## config.mk

```make
export PLATFORM = sky130hd
export DESIGN_NAME = rf_writeback_queue
export DESIGN_NICKNAME = d
export VERILOG_FILES = /design/src/rtl/rf_writeback_queue.sv
export SDC_FILE = /design/constraint.sdc
export NUM_CORES = 1
export LEC_CHECK = 0
export CELL_PAD_IN_SITES_DETAIL_PLACEMENT = 1
export CELL_PAD_IN_SITES_GLOBAL_PLACEMENT = 2
export CORE_ASPECT_RATIO = 1.2
export CORE_UTILIZATION = 42
export CTS_BUF_LIST = sky130_fd_sc_hd__clkbuf_8
export CTS_CLUSTER_SIZE = 8
export DETAILED_ROUTE_END_ITERATION = 12
export HOLD_SLACK_MARGIN = 0.15
export PLACE_DENSITY = 0.9
export SLEW_MARGIN = 20
export SYNTH_ARGS = -nofsm -noshare
export SYNTH_HDL_FRONTEND = slang
export SYNTH_SLANG_ARGS = --single-unit
```

## constraint.sdc

```tcl
create_clock -name clk -period 4.7 [get_ports clk]
set_clock_uncertainty 0.1 [all_clocks]
set_input_delay 0.94 -clock clk [delete_from_list [all_inputs] [get_ports clk]]
set_output_delay 0.94 -clock clk [all_outputs]
set_load 0.005 [all_outputs]
```

## src/rtl/rf_writeback_queue.sv

```systemverilog
// rf_writeback_queue
// In-order write-back queue in front of the 32x32 register file. Buffers
// write requests from the pipeline and drains one per cycle onto the
// registered rf_* write port. pend/fwd lookups let decode stall or forward.
//
// Build option: define RF_WBQ_FORWARD_EN to build the forwarding data mux.
// Without it fwd1_dat/fwd2_dat are tied to zero and only pend1/pend2 are valid.
module rf_writeback_queue #(
  parameter int DEPTH = 4,
  parameter int AW    = 2
) (
  input  logic          clk,
  input  logic          nRst,
  input  logic          flush,
  input  logic          in_valid,
  output logic          in_ready,
  input  logic [4:0]    in_wsel,
  input  logic [31:0]   in_wdat,
  input  logic          drain_hold,
  output logic          rf_WEN,
  output logic [4:0]    rf_wsel,
  output logic [31:0]   rf_wdat,
  input  logic [4:0]    rsel1,
  input  logic [4:0]    rsel2,
  output logic          pend1,
  output logic          pend2,
  output logic [31:0]   fwd1_dat,
  output logic [31:0]   fwd2_dat,
  output logic [AW:0]   count
);

  logic [4:0]    wsel_q [DEPTH];
  logic [31:0]   wdat_q [DEPTH];

  logic [AW-1:0] head_q, head_d;
  logic [AW-1:0] tail_q, tail_d;
  logic [AW:0]   count_q, count_d;
  logic          rf_wen_q, rf_wen_d;
  logic [4:0]    rf_wsel_q, rf_wsel_d;
  logic [31:0]   rf_wdat_q, rf_wdat_d;

  logic          full;
  logic          alloc;
  logic          drain;
  logic          wr_en;

  assign full     = (count_q == (AW+1)'(DEPTH));
  assign in_ready = ~full;
  // r0 writes complete the handshake but never occupy an entry
  assign alloc    = in_valid & ~full & (in_wsel != 5'd0);
  assign drain    = (count_q != '0) & ~drain_hold;
  assign wr_en    = alloc & ~flush;

  assign rf_WEN   = rf_wen_q;
  assign rf_wsel  = rf_wsel_q;
  assign rf_wdat  = rf_wdat_q;
  assign count    = count_q;

  // Next-state for pointers, occupancy and the staged write port; flush wins
  always_comb begin
    head_d    = head_q;
    tail_d    = tail_q;
    count_d   = count_q;
    rf_wen_d  = 1'b0;
    rf_wsel_d = rf_wsel_q;
    rf_wdat_d = rf_wdat_q;
    if (flush) begin
      head_d  = '0;
      tail_d  = '0;
      count_d = '0;
    end else begin
      if (alloc) tail_d = tail_q + AW'(1);
      if (drain) begin
        rf_wen_d  = 1'b1;
        rf_wsel_d = wsel_q[head_q];
        rf_wdat_d = wdat_q[head_q];
        head_d    = head_q + AW'(1);
      end
      case ({alloc, drain})
        2'b10:   count_d = count_q + (AW+1)'(1);
        2'b01:   count_d = count_q - (AW+1)'(1);
        default: count_d = count_q;
      endcase
    end
  end

  // Control and staged-output registers, cleared asynchronously
  always_ff @(posedge clk or negedge nRst) begin
    if (!nRst) begin
      head_q    <= '0;
      tail_q    <= '0;
      count_q   <= '0;
      rf_wen_q  <= 1'b0;
      rf_wsel_q <= 5'd0;
      rf_wdat_q <= 32'd0;
    end else begin
      head_q    <= head_d;
      tail_q    <= tail_d;
      count_q   <= count_d;
      rf_wen_q  <= rf_wen_d;
      rf_wsel_q <= rf_wsel_d;
      rf_wdat_q <= rf_wdat_d;
    end
  end

  // Entry storage; contents are only read while the entry is valid, so no reset
  always_ff @(posedge clk) begin
    if (wr_en) begin
      wsel_q[tail_q] <= in_wsel;
      wdat_q[tail_q] <= in_wdat;
    end
  end

`ifdef RF_WBQ_FORWARD_EN
  logic [31:0] dat1, dat2;
`endif
  logic          hit1, hit2;
  logic [AW-1:0] idx;

  // Pending lookup: scan oldest (staged) to youngest so the youngest match sticks
  always_comb begin
    hit1 = 1'b0;
    hit2 = 1'b0;
    idx  = '0;
`ifdef RF_WBQ_FORWARD_EN
    dat1 = 32'd0;
    dat2 = 32'd0;
`endif
    if (rf_wen_q) begin
      if (rf_wsel_q == rsel1) begin
        hit1 = 1'b1;
`ifdef RF_WBQ_FORWARD_EN
        dat1 = rf_wdat_q;
`endif
      end
      if (rf_wsel_q == rsel2) begin
        hit2 = 1'b1;
`ifdef RF_WBQ_FORWARD_EN
        dat2 = rf_wdat_q;
`endif
      end
    end
    for (int i = 0; i < DEPTH; i++) begin
      idx = head_q + AW'(i);
      if ((AW+1)'(i) < count_q) begin
        if (wsel_q[idx] == rsel1) begin
          hit1 = 1'b1;
`ifdef RF_WBQ_FORWARD_EN
          dat1 = wdat_q[idx];
`endif
        end
        if (wsel_q[idx] == rsel2) begin
          hit2 = 1'b1;
`ifdef RF_WBQ_FORWARD_EN
          dat2 = wdat_q[idx];
`endif
        end
      end
    end
    if (rsel1 == 5'd0) begin
      hit1 = 1'b0;
`ifdef RF_WBQ_FORWARD_EN
      dat1 = 32'd0;
`endif
    end
    if (rsel2 == 5'd0) begin
      hit2 = 1'b0;
`ifdef RF_WBQ_FORWARD_EN
      dat2 = 32'd0;
`endif
    end
  end

  assign pend1 = hit1;
  assign pend2 = hit2;
`ifdef RF_WBQ_FORWARD_EN
  assign fwd1_dat = dat1;
  assign fwd2_dat = dat2;
`else
  assign fwd1_dat = 32'd0;
  assign fwd2_dat = 32'd0;
`endif

endmodule
```

### Yosys cells after proc, flatten, opt, wreduce, memory -nomap -nowiden

Memory sizes are Yosys's and may differ from the RTL's. A register that Yosys moved wholly into a read port is not among the register bits.
Cells that the tools add are included.

| cells by class | value |
|---|---|
| add/sub/neg operators | 6 |
| $lt $le $gt $ge | 4 |
| bitwise gates (word level) | 7 |
| reduce and logical (&&, ||, !) cells | 9 |
| eq/ne operators | 13 |
| mux-type cells | 32 |

Operator list:

| cell | count |
|---|---|
| $eq A5 B5 Y1 | 10 |
| $mux W1 | 26 |
| $logic_not A5 Y1 | 2 |
| $mux W2 | 4 |
| $lt A1 B3 Y1 const A | 2 |
| $lt A2 B3 Y1 const A | 2 |
| $pmux W3 S2 | 1 |
| $reduce_bool A3 Y1 | 2 |
| $reduce_bool A5 Y1 | 1 |
| $add A2 B1 Y2 const B | 2 |
| $add A2 B2 Y2 const B | 2 |
| $and A1 B1 Y1 | 4 |
| $reduce_bool A2 Y1 | 2 |
| $add A3 B1 Y3 const B | 1 |
| $eq A3 B3 Y1 const B | 1 |
| $mux W3 | 1 |
| $not A1 Y1 | 3 |
| $sub A3 B1 Y3 const B | 1 |
| $eq A2 B1 Y1 const B | 1 |
| $eq A2 B2 Y1 const B | 1 |
| $reduce_and A2 Y1 | 1 |
| $logic_not A1 Y1 | 1 |

| storage, ports and cells | value |
|---|---|
| output and inout port bits | 108 |
| memories kept | 2 |
| flip-flop bits (word level) | 13 |
| word-level logic and storage cells | 78 |
| bits in writable memories | 148 |

Memory list:

| name | depth | bits a word | read ports | clocked after memory_dff | wr ports | RTL line | RTL |
|---|---|---|---|---|---|---|---|
| wdat_q | 4 | 32 | 1 | 1 | 1 | 33 | `logic [31:0] wdat_q [DEPTH];` |
| wsel_q | 4 | 5 | 4 | 0 | 1 | 32 | `logic [4:0] wsel_q [DEPTH];` |

### Depth between registers and ports, before layout

Gate-level depths: netlist of the first run.

| depth | value |
|---|---|
| word-level depth | 12 |
| gate-level depth with buffers | 9 |

### Least setup slack after synthesis of the first run

OpenSTA, ideal clock, no wires.

| path | value |
|---|---|
| path type | in2reg |
| start | input port in_wsel[0] |
| end | memory wdat_q[0][0], enable pin |
| required time | 4172 ps |
| stages on the path | 4 |
| library setup time | 428 ps |
| slack | 1699 ps |
| arrival | 2473 ps |
| buffers on the path | 0 |
| cell sequence | or4_1 -> o211ai_2 -> nor2_1 -> and2_1 |

| on the way | value |
|---|---|
| word-level cells in the longest chain between the ends | 5 |

RTL lines:

| what | RTL line | RTL |
|---|---|---|
| start, declared | 17 | `input logic [4:0] in_wsel,` |
| $reduce_bool A5 Y1 | 50 | `assign alloc = in_valid & ~full & (in_wsel != 5'd0);` |
| $and A1 B1 Y1 | 50 |  |
| $and A1 B1 Y1 | 52 | `assign wr_en = alloc & ~flush;` |
| $mux W1 | 108 | `if (wr_en) begin` |
| $mux W1 (not written as such) | 110 | `wdat_q[tail_q] <= in_wdat;` |
| end, declared | 33 |  |

No other way between the ends.

### Final worst setup path of the first run

| path | value |
|---|---|
| start | register head_q[0] |
| end | output port pend1 |

| on the way | value |
|---|---|
| word-level cells in the longest chain between the ends | 11 |
| elaborated cells on any way between the ends | 17 |
| those cells by class | 3 x add/sub; 4 x eq/ne; 9 x mux; 1 x memory |

RTL lines:

| what | RTL line | RTL |
|---|---|---|
| start, declared | 35 | `logic [AW-1:0] head_q, head_d;` |
| start signal, assigned | 90 | `head_q <= '0;` |
| start signal, assigned | 97 | `head_q <= head_d;` |
| $mem_v2 Z4 W5 (*) | n/a |  |
| $eq A5 B5 Y1 | 146 | `if (wsel_q[idx] == rsel1) begin` |
| $mux W1 | 146 |  |
| $mux W1 | 145 | `if ((AW+1)'(i) < count_q) begin` |
| $mux W1 | 146 |  |
| $mux W1 | 145 |  |
| $mux W1 | 146 |  |
| $mux W1 | 145 |  |
| $mux W1 | 146 |  |
| $mux W1 (*) | 145 |  |
| $mux W1 (*) | 160 | `if (rsel1 == 5'd0) begin` |
| end, declared | 25 | `output logic pend1,` |

Every way passes the cells marked *; elsewhere a longest branch is shown, timed or not.

==> impl_metrics.tcl, run 1 <==
set metrics [dict create \
    yosysTopAreaCell "edfxtp_1" \
    dr.pass1.iters 4 \
    start_kind "flip-flop" \
    num-fill-cells 1927 \
    drt_iter0_markers 177 \
    die_y_microns 160 \
    grt_pass1_wl_microns 28200 \
    ys.flop_type "edfxtp_1" \
    die_w_microns 134 \
    wirelength_microns 18200 \
    clkTransAtPathRegs_ps 100 \
    rsz0062_at_grt "no" \
    grt_pass1_vias 4903 \
    cts_root_buffer "clkbuf_8" \
    clk_latency_ps 460 \
    slowest_stage "mux4_2" \
    wl_per_cell_microns 21.0 \
    multi_input_area_sq_um 2800 \
    yosysMostFrequentCell "edfxtp_1" \
    crit_chain "buf_4, mux4_2, xnor2_1, nand4_1, o311ai_1, o22a_1, clkdlybuf4s50_1" \
    finalHoldViolCount 0 \
    dp_slack_ps 555 \
    num_vias 4475 \
    synth_common_cells "148 x edfxtp_1, 64 x buf_4, 45 x dfrtp_1, 45 x mux4_2, 37 x mux2_2" \
    cp_max_fo 19 \
    leakage_nw 3.45 \
    io_pins 160 \
    crit_required_ps 3660 \
    cts_resized 0 \
    cap_violations 0 \
    setup_ws_ps 248 \
    synth_area_leaders "edfxtp_1 51%, dfrtp_1 13%, mux4_2 12%" \
    syn_area_sq_um 8750 \
    grt_max_degree 46 \
    die_area_sq_um 21400 \
    gp_congestion 0.887 \
    start_util 0.431 \
    worst_pin_slew_ps 1070 \
    drv_slew 0 \
    synth_cells 497 \
    core_sq_um 20300 \
    p_per_area_nw_per_um2 494 \
    drive_gt1_frac 0.218 \
    drc 0 \
    synth-seq-area-share 0.636 \
    async_flop_share 0.233 \
    numCtsBuffers 17 \
    period_share 0.947 \
    critPathKind "flip-flop to output pin" \
    path_depth 7 \
    via_per_inst 5.16 \
    hold_path_depth 1 \
    tns_ps 0 \
    status "finished, final reports clean" \
    postCtsSetupRepairBufs 0 \
    seq_area_sq_um 5580 \
    p_total_mw 4.98 \
    synth_warnings 0 \
    grt_antenna_before_repair 0 \
    grt_overflow_total 0 \
    ys_seq_elements 193 \
    io_buffer_count 95 \
    min_path_type "flip-flop to flip-flop" \
    clock_tree.buffer_depth 2 \
    max_freq_ghz 0.225 \
    area.growth.synth_to_final_pct 15.3 \
    period_minus_slack_ps 4450 \
    nNetsFinal 649 \
    synth.avg_cell_area_sq_um 17.6 \
    critical_path_arrival_ps 3410 \
    place_hpwl_microns 12200 \
    synth_edf_count 148 \
    ir_drop_uv 227 \
    post_dp_cell_area_sq_um 9720 \
    critPathTopFamily "buffers and inverters" \
    ctsHoldBuffers 0 \
    synthDistinctLibCells 39 \
    rr_worst_depth 6 \
    grt_usage 0.180 \
    ant_nets 0 \
    relSlewSlack 0.288 \
    cts_tree "done" \
    antennaDiodeCount 0 \
    clock_sinks 193 \
    worstSetupEndpointType "output pin" \
    std_cell_rows 57 \
    path_buf_inv 2 \
    design_area_sq_um 10100 \
    critical-path-max-stage-delay_ps 620 \
    cts.htree.levels 4 \
    finalSetupViolations 0 \
    synth_top_area_frac 0.508 \
]
[cell type report]
type,count,area share
tap,265,0.0328
sequential,193,0.552
timing repair buffer,101,0.0994
inverter,5,0.00186
clock buffer,18,0.0245
clock inverter,14,0.0120
multi-input combinational,271,0.277
[power by group]
| group | switching, mW | internal, mW | total [mW] |
|---|---|---|---|
| registers | 0.216 | 2.10 | 2.32 |
| logic | 0.692 | 0.974 | 1.67 |
| clock network | 0.603 | 0.396 | 1.00 |
| total | 1.51 | 3.47 | 4.98 |
[worst reg2reg max path: cells and delay by family, from the launching register on]
family	cells	cell delay, ps
AND/OR/NAND/NOR	3	1280
flip-flops	1	490
AO/OA/AOI/OAI	1	250
adder cells (fa/ha/maj)	1	240
buffers and inverters	1	110
[final timing paths]
| check | start | endpoint | slack, ps |
|---|---|---|---|
| max in group asynchronous | nRst | head_q[0]$_DFFE_PN0P_ | 3460 |
| worst max-delay path | head_q[0]$_DFFE_PN0P_ | pend1 | 250 |
| worst max register to register | count[0]$_DFFE_PN0P_ | wdat_q[0][13]$_DFFE_PP_ | 1820 |
| worst min register to register | rf_wdat[20]$_DFFE_PN0P_ | rf_wdat[20]$_DFFE_PN0P_ | 410 |
| worst min-delay path | rf_wdat[20]$_DFFE_PN0P_ | rf_wdat[20]$_DFFE_PN0P_ | 410 |
| min in group asynchronous | nRst | rf_wdat[20]$_DFFE_PN0P_ | 500 |
[flip-flops by register name (all words and copies together), names as in the netlist]
register / flops
rf_wdat: 32
rf_WEN: 1
count: 3
tail_q: 2
rf_wsel: 5
head_q: 2
wdat_q: 128
wsel_q: 20
[routing by layer]
layer | global-route usage | routed length (microns)
met1 | 0.194 | 6850
met2 | 0.334 | 10000
met3 | 0.0327 | 745
met4 | 0.0863 | 624
met5 | 0 | 0
[cell families after synthesis]
kind of cell | share of synthesized area
buffers and inverters | 0.0730
AND/OR/NAND/NOR | 0.0229
adder cells (fa/ha/maj) | 0.0126
flip-flops | 0.636
multiplexers | 0.186
AO/OA/AOI/OAI | 0.0132
XOR/XNOR | 0.0560
other | 0.000428
[through the flow]
stage / utilization / hold WS [ps] / std cells
floorplan: - / 405 / 560
global placement: 0.478 / 391 / 835
detailed placement: 0.478 / 398 / 835
CTS: 0.496 / 422 / 867
global route: 0.497 / 437 / 867
finish: 0.497 / 414 / 867
[placed cells by master, fill, tap and decap left out, types with 5 or more instances in the layout]
cell             Yosys  final
clkdlybuf4s50_1      0     94
xor2_1              25     25
mux2_2              37     37
mux4_1               7      7
nor2_1               9      9
buf_4               64      5
edfxtp_1           148    148
conb_1               1     64
dfrtp_1             45     43
nand3_1              5      5
xnor2_1             31     31
mux4_2              45     45
clkbuf_8             0     18
ha_1                 8      8
nand4_1              5      5
(Power assumes the default switching activity.)
==> run 2: changes to the inputs <==
--- a/config.mk
+++ b/config.mk
@@ -5,15 +5,16 @@
 export SDC_FILE = /design/constraint.sdc
 export NUM_CORES = 1
 export LEC_CHECK = 0
+export ABC_AREA = 1
 export CELL_PAD_IN_SITES_DETAIL_PLACEMENT = 1
 export CELL_PAD_IN_SITES_GLOBAL_PLACEMENT = 2
 export CORE_ASPECT_RATIO = 1.2
-export CORE_UTILIZATION = 42
+export CORE_UTILIZATION = 37
 export CTS_BUF_LIST = sky130_fd_sc_hd__clkbuf_8
 export CTS_CLUSTER_SIZE = 8
 export DETAILED_ROUTE_END_ITERATION = 12
 export HOLD_SLACK_MARGIN = 0.15
-export PLACE_DENSITY = 0.9
+export PLACE_DENSITY = 0.92
 export SLEW_MARGIN = 20
 export SYNTH_ARGS = -nofsm -noshare
 export SYNTH_HDL_FRONTEND = slang
==> impl_metrics.tcl, run 2 <==
set metrics [dict create \
    cts.htree.levels 4 \
    core_sq_um 24200 \
    max_freq_ghz 0.239 \
    period_share 0.892 \
    regMostFlops "wdat_q" \
    synth_cells 970 \
    grt_usage 0.195 \
    setup_ws_ps 510 \
    place_hpwl_microns 17100 \
    ant_nets 0 \
    die_area_sq_um 25600 \
    clock_sinks 193 \
    post_dp_cell_area_sq_um 10300 \
    worst_pin_slew_ps 861 \
    critical_path_arrival_ps 3150 \
    synth_common_cells "414 x nand2_1, 148 x edfxtp_1, 70 x nand3_1" \
    drive_gt1_frac 0.0714 \
    start_kind "flip-flop" \
    dr.pass1.iters 5 \
    nNetsFinal 1126 \
    async_flop_share 0.233 \
    synth_top_family_by_area "simple AND/OR/NAND/NOR gates" \
    io_buffer_count 95 \
    numCtsBuffers 17 \
    synth_top_area_frac 0.481 \
    grt_pass1_wl_microns 37600 \
    finalSetupViolations 0 \
    synth_compound_area_frac 0.0202 \
    grt_antenna_before_repair 0 \
    ys_seq_elements 193 \
    area.growth.synth_to_final_pct 15.6 \
    finalHoldViolCount 0 \
    drt_iter0_markers 269 \
    antennaDiodeCount 0 \
    cts_resized 0 \
    clkTransAtPathRegs_ps 100 \
    synthDistinctLibCells 31 \
    clock_tree.buffer_depth 2 \
    num_vias 6719 \
    io_pins 160 \
    postCtsSetupRepairBufs 0 \
    worstSetupEndpointType "output pin" \
    drv_slew 0 \
    wl_per_cell_microns 17.2 \
    leakage_nw 4.47 \
    cap_violations 0 \
    p_per_area_nw_per_um2 488 \
    rsz0062_at_grt "no" \
    grt_overflow_total 0 \
    period_minus_slack_ps 4190 \
    synth_edf_count 148 \
    design_area_sq_um 10700 \
    status "finished, final reports clean" \
    crit_required_ps 3660 \
    dp_slack_ps 751 \
    utilization 0.441 \
    p_total_mw 5.21 \
    cts_root_buffer "clkbuf_8" \
    wirelength_microns 24000 \
    tns_ps 0 \
    mostFrequentLayoutCells "414 x nand2_1, 148 x edfxtp_1, 94 x clkdlybuf4s50_1" \
    place_inst 1367 \
    std_cell_rows 62 \
    gp_congestion 0.858 \
    drc 0 \
    ys.flop_type "edfxtp_1" \
    relSlewSlack 0.426 \
    yosysTopAreaCell "edfxtp_1" \
    fin_cells 1399 \
    synth_simple_gate_area_frac 0.270 \
    ctsHoldBuffers 0 \
    yosysMostFrequentCell "nand2_1" \
    synth_area_leaders "edfxtp_1 48%, nand2_1 17%, dfrtp_1 12%" \
    grt_pass1_vias 7053 \
    die_y_microns 175 \
    cp_max_fo 15 \
    synth_warnings 0 \
    synth_mux_area_frac 0 \
    synthXorXnorAreaFrac 0.00285 \
    via_per_inst 4.80 \
    ir_drop_uv 289 \
    min_path_type "input port to async pin" \
    synth-adder-area-share 0.0108 \
    hold_slack_ps 377 \
    grt_max_degree 42 \
    die_w_microns 146 \
    final_common_cell "nand2_1" \
    synth.avg_cell_area_sq_um 9.52 \
    synth-seq-area-share 0.603 \
    start_util 0.381 \
    cts_tree "done" \
    syn_area_sq_um 9230 \
    critPathKind "flip-flop to output pin" \
    clk_latency_ps 480 \
    largest_reg_flops 128 \
]
## run 2: cell types whose count changed in the layout (fill, tap and decap cells not counted), sizes merged, moves of 28 or more
| cell | before | now |
|---|---|---|
| nor2 | 9 | 42 |
| inv | 11 | 54 |
| mux2 | 37 | 0 |
| nand4 | 5 | 33 |
| nand2 | 3 | 425 |
| xnor2 | 31 | 2 |
| mux4 | 52 | 0 |
| nand3 | 5 | 82 |
## run 2: path summary, 6_finish.rpt
path	startpoint	to	slack, ps	cells past startpoint
worst max-delay path	head_q[1]$_DFFE_PN0P_	pend1	510	13
worst min-delay path	nRst	rf_wsel[4]$_DFFE_PN0P_	380	1
worst max register to register	count[0]$_DFFE_PN0P_	wdat_q[1][30]$_DFFE_PP_	1810	9
worst min register to register	rf_wdat[7]$_DFFE_PN0P_	rf_wdat[7]$_DFFE_PN0P_	390	2
max in group asynchronous	nRst	rf_wdat[25]$_DFFE_PN0P_	3280	2
min in group clk	rf_wdat[7]$_DFFE_PN0P_	rf_wdat[7]$_DFFE_PN0P_	390	2
## run 2: final cells by class
type	count	area, sq um
Clock inverter	15	135
Sequential cell	193	5570
Fill cell	2809	13500
Tap cell	320	400
Clock buffer	17	234
Timing Repair Buffer	109	1080
Inverter	49	184
Multi-Input combinational cell	696	3080
## run 2: report_power, final
group / switching (mW) / internal, mW
Sequential: 0.147 / 2.08
Clock: 0.605 / 0.425
Combinational: 1.20 / 0.754
Total: 1.95 / 3.26
## run 2: cell families after synthesis
| family | after synthesis |
|---|---|
| and+or+nand+nor | 587 |
| DFF | 193 |
| buffers and inverters | 144 |
| AOI/OAI and AO/OA | 34 |
| adders and majority gates | 8 |
| xor gates and xnor gates | 3 |
| other | 1 |
## run 2: routing by layer
metal,up-vias,part of all wire,GRT usage
li1,3271,-,-
met3,37,0.029,0.0355
met4,0,0.026,0.0825
met5,-,0,0
met2,139,0.55,0.365
met1,3272,0.40,0.215
## run 2: worst max-delay path, cell delays in order, from the launching register on
cell and delay [ps]:
dfrtp_1 380, buf_4 200, inv_2 260, nand2_1 150, nand2_2 270, nand2_1 140, nand3_1 90, nand2_1 110
nor2_1 230, nand3_1 120, nand3_1 80, nor2_1 40, nor2_1 90, clkdlybuf4s50_1 500
==> run 3: changes to the inputs <==
--- a/config.mk
+++ b/config.mk
@@ -15,7 +15,7 @@
 export DETAILED_ROUTE_END_ITERATION = 12
 export HOLD_SLACK_MARGIN = 0.15
 export PLACE_DENSITY = 0.92
-export SLEW_MARGIN = 20
+export SLEW_MARGIN = 10
 export SYNTH_ARGS = -nofsm -noshare
 export SYNTH_HDL_FRONTEND = slang
 export SYNTH_SLANG_ARGS = --single-unit
==> results of run 3 <==
The final DEF is identical to that of run 2; final timing and power are the same.
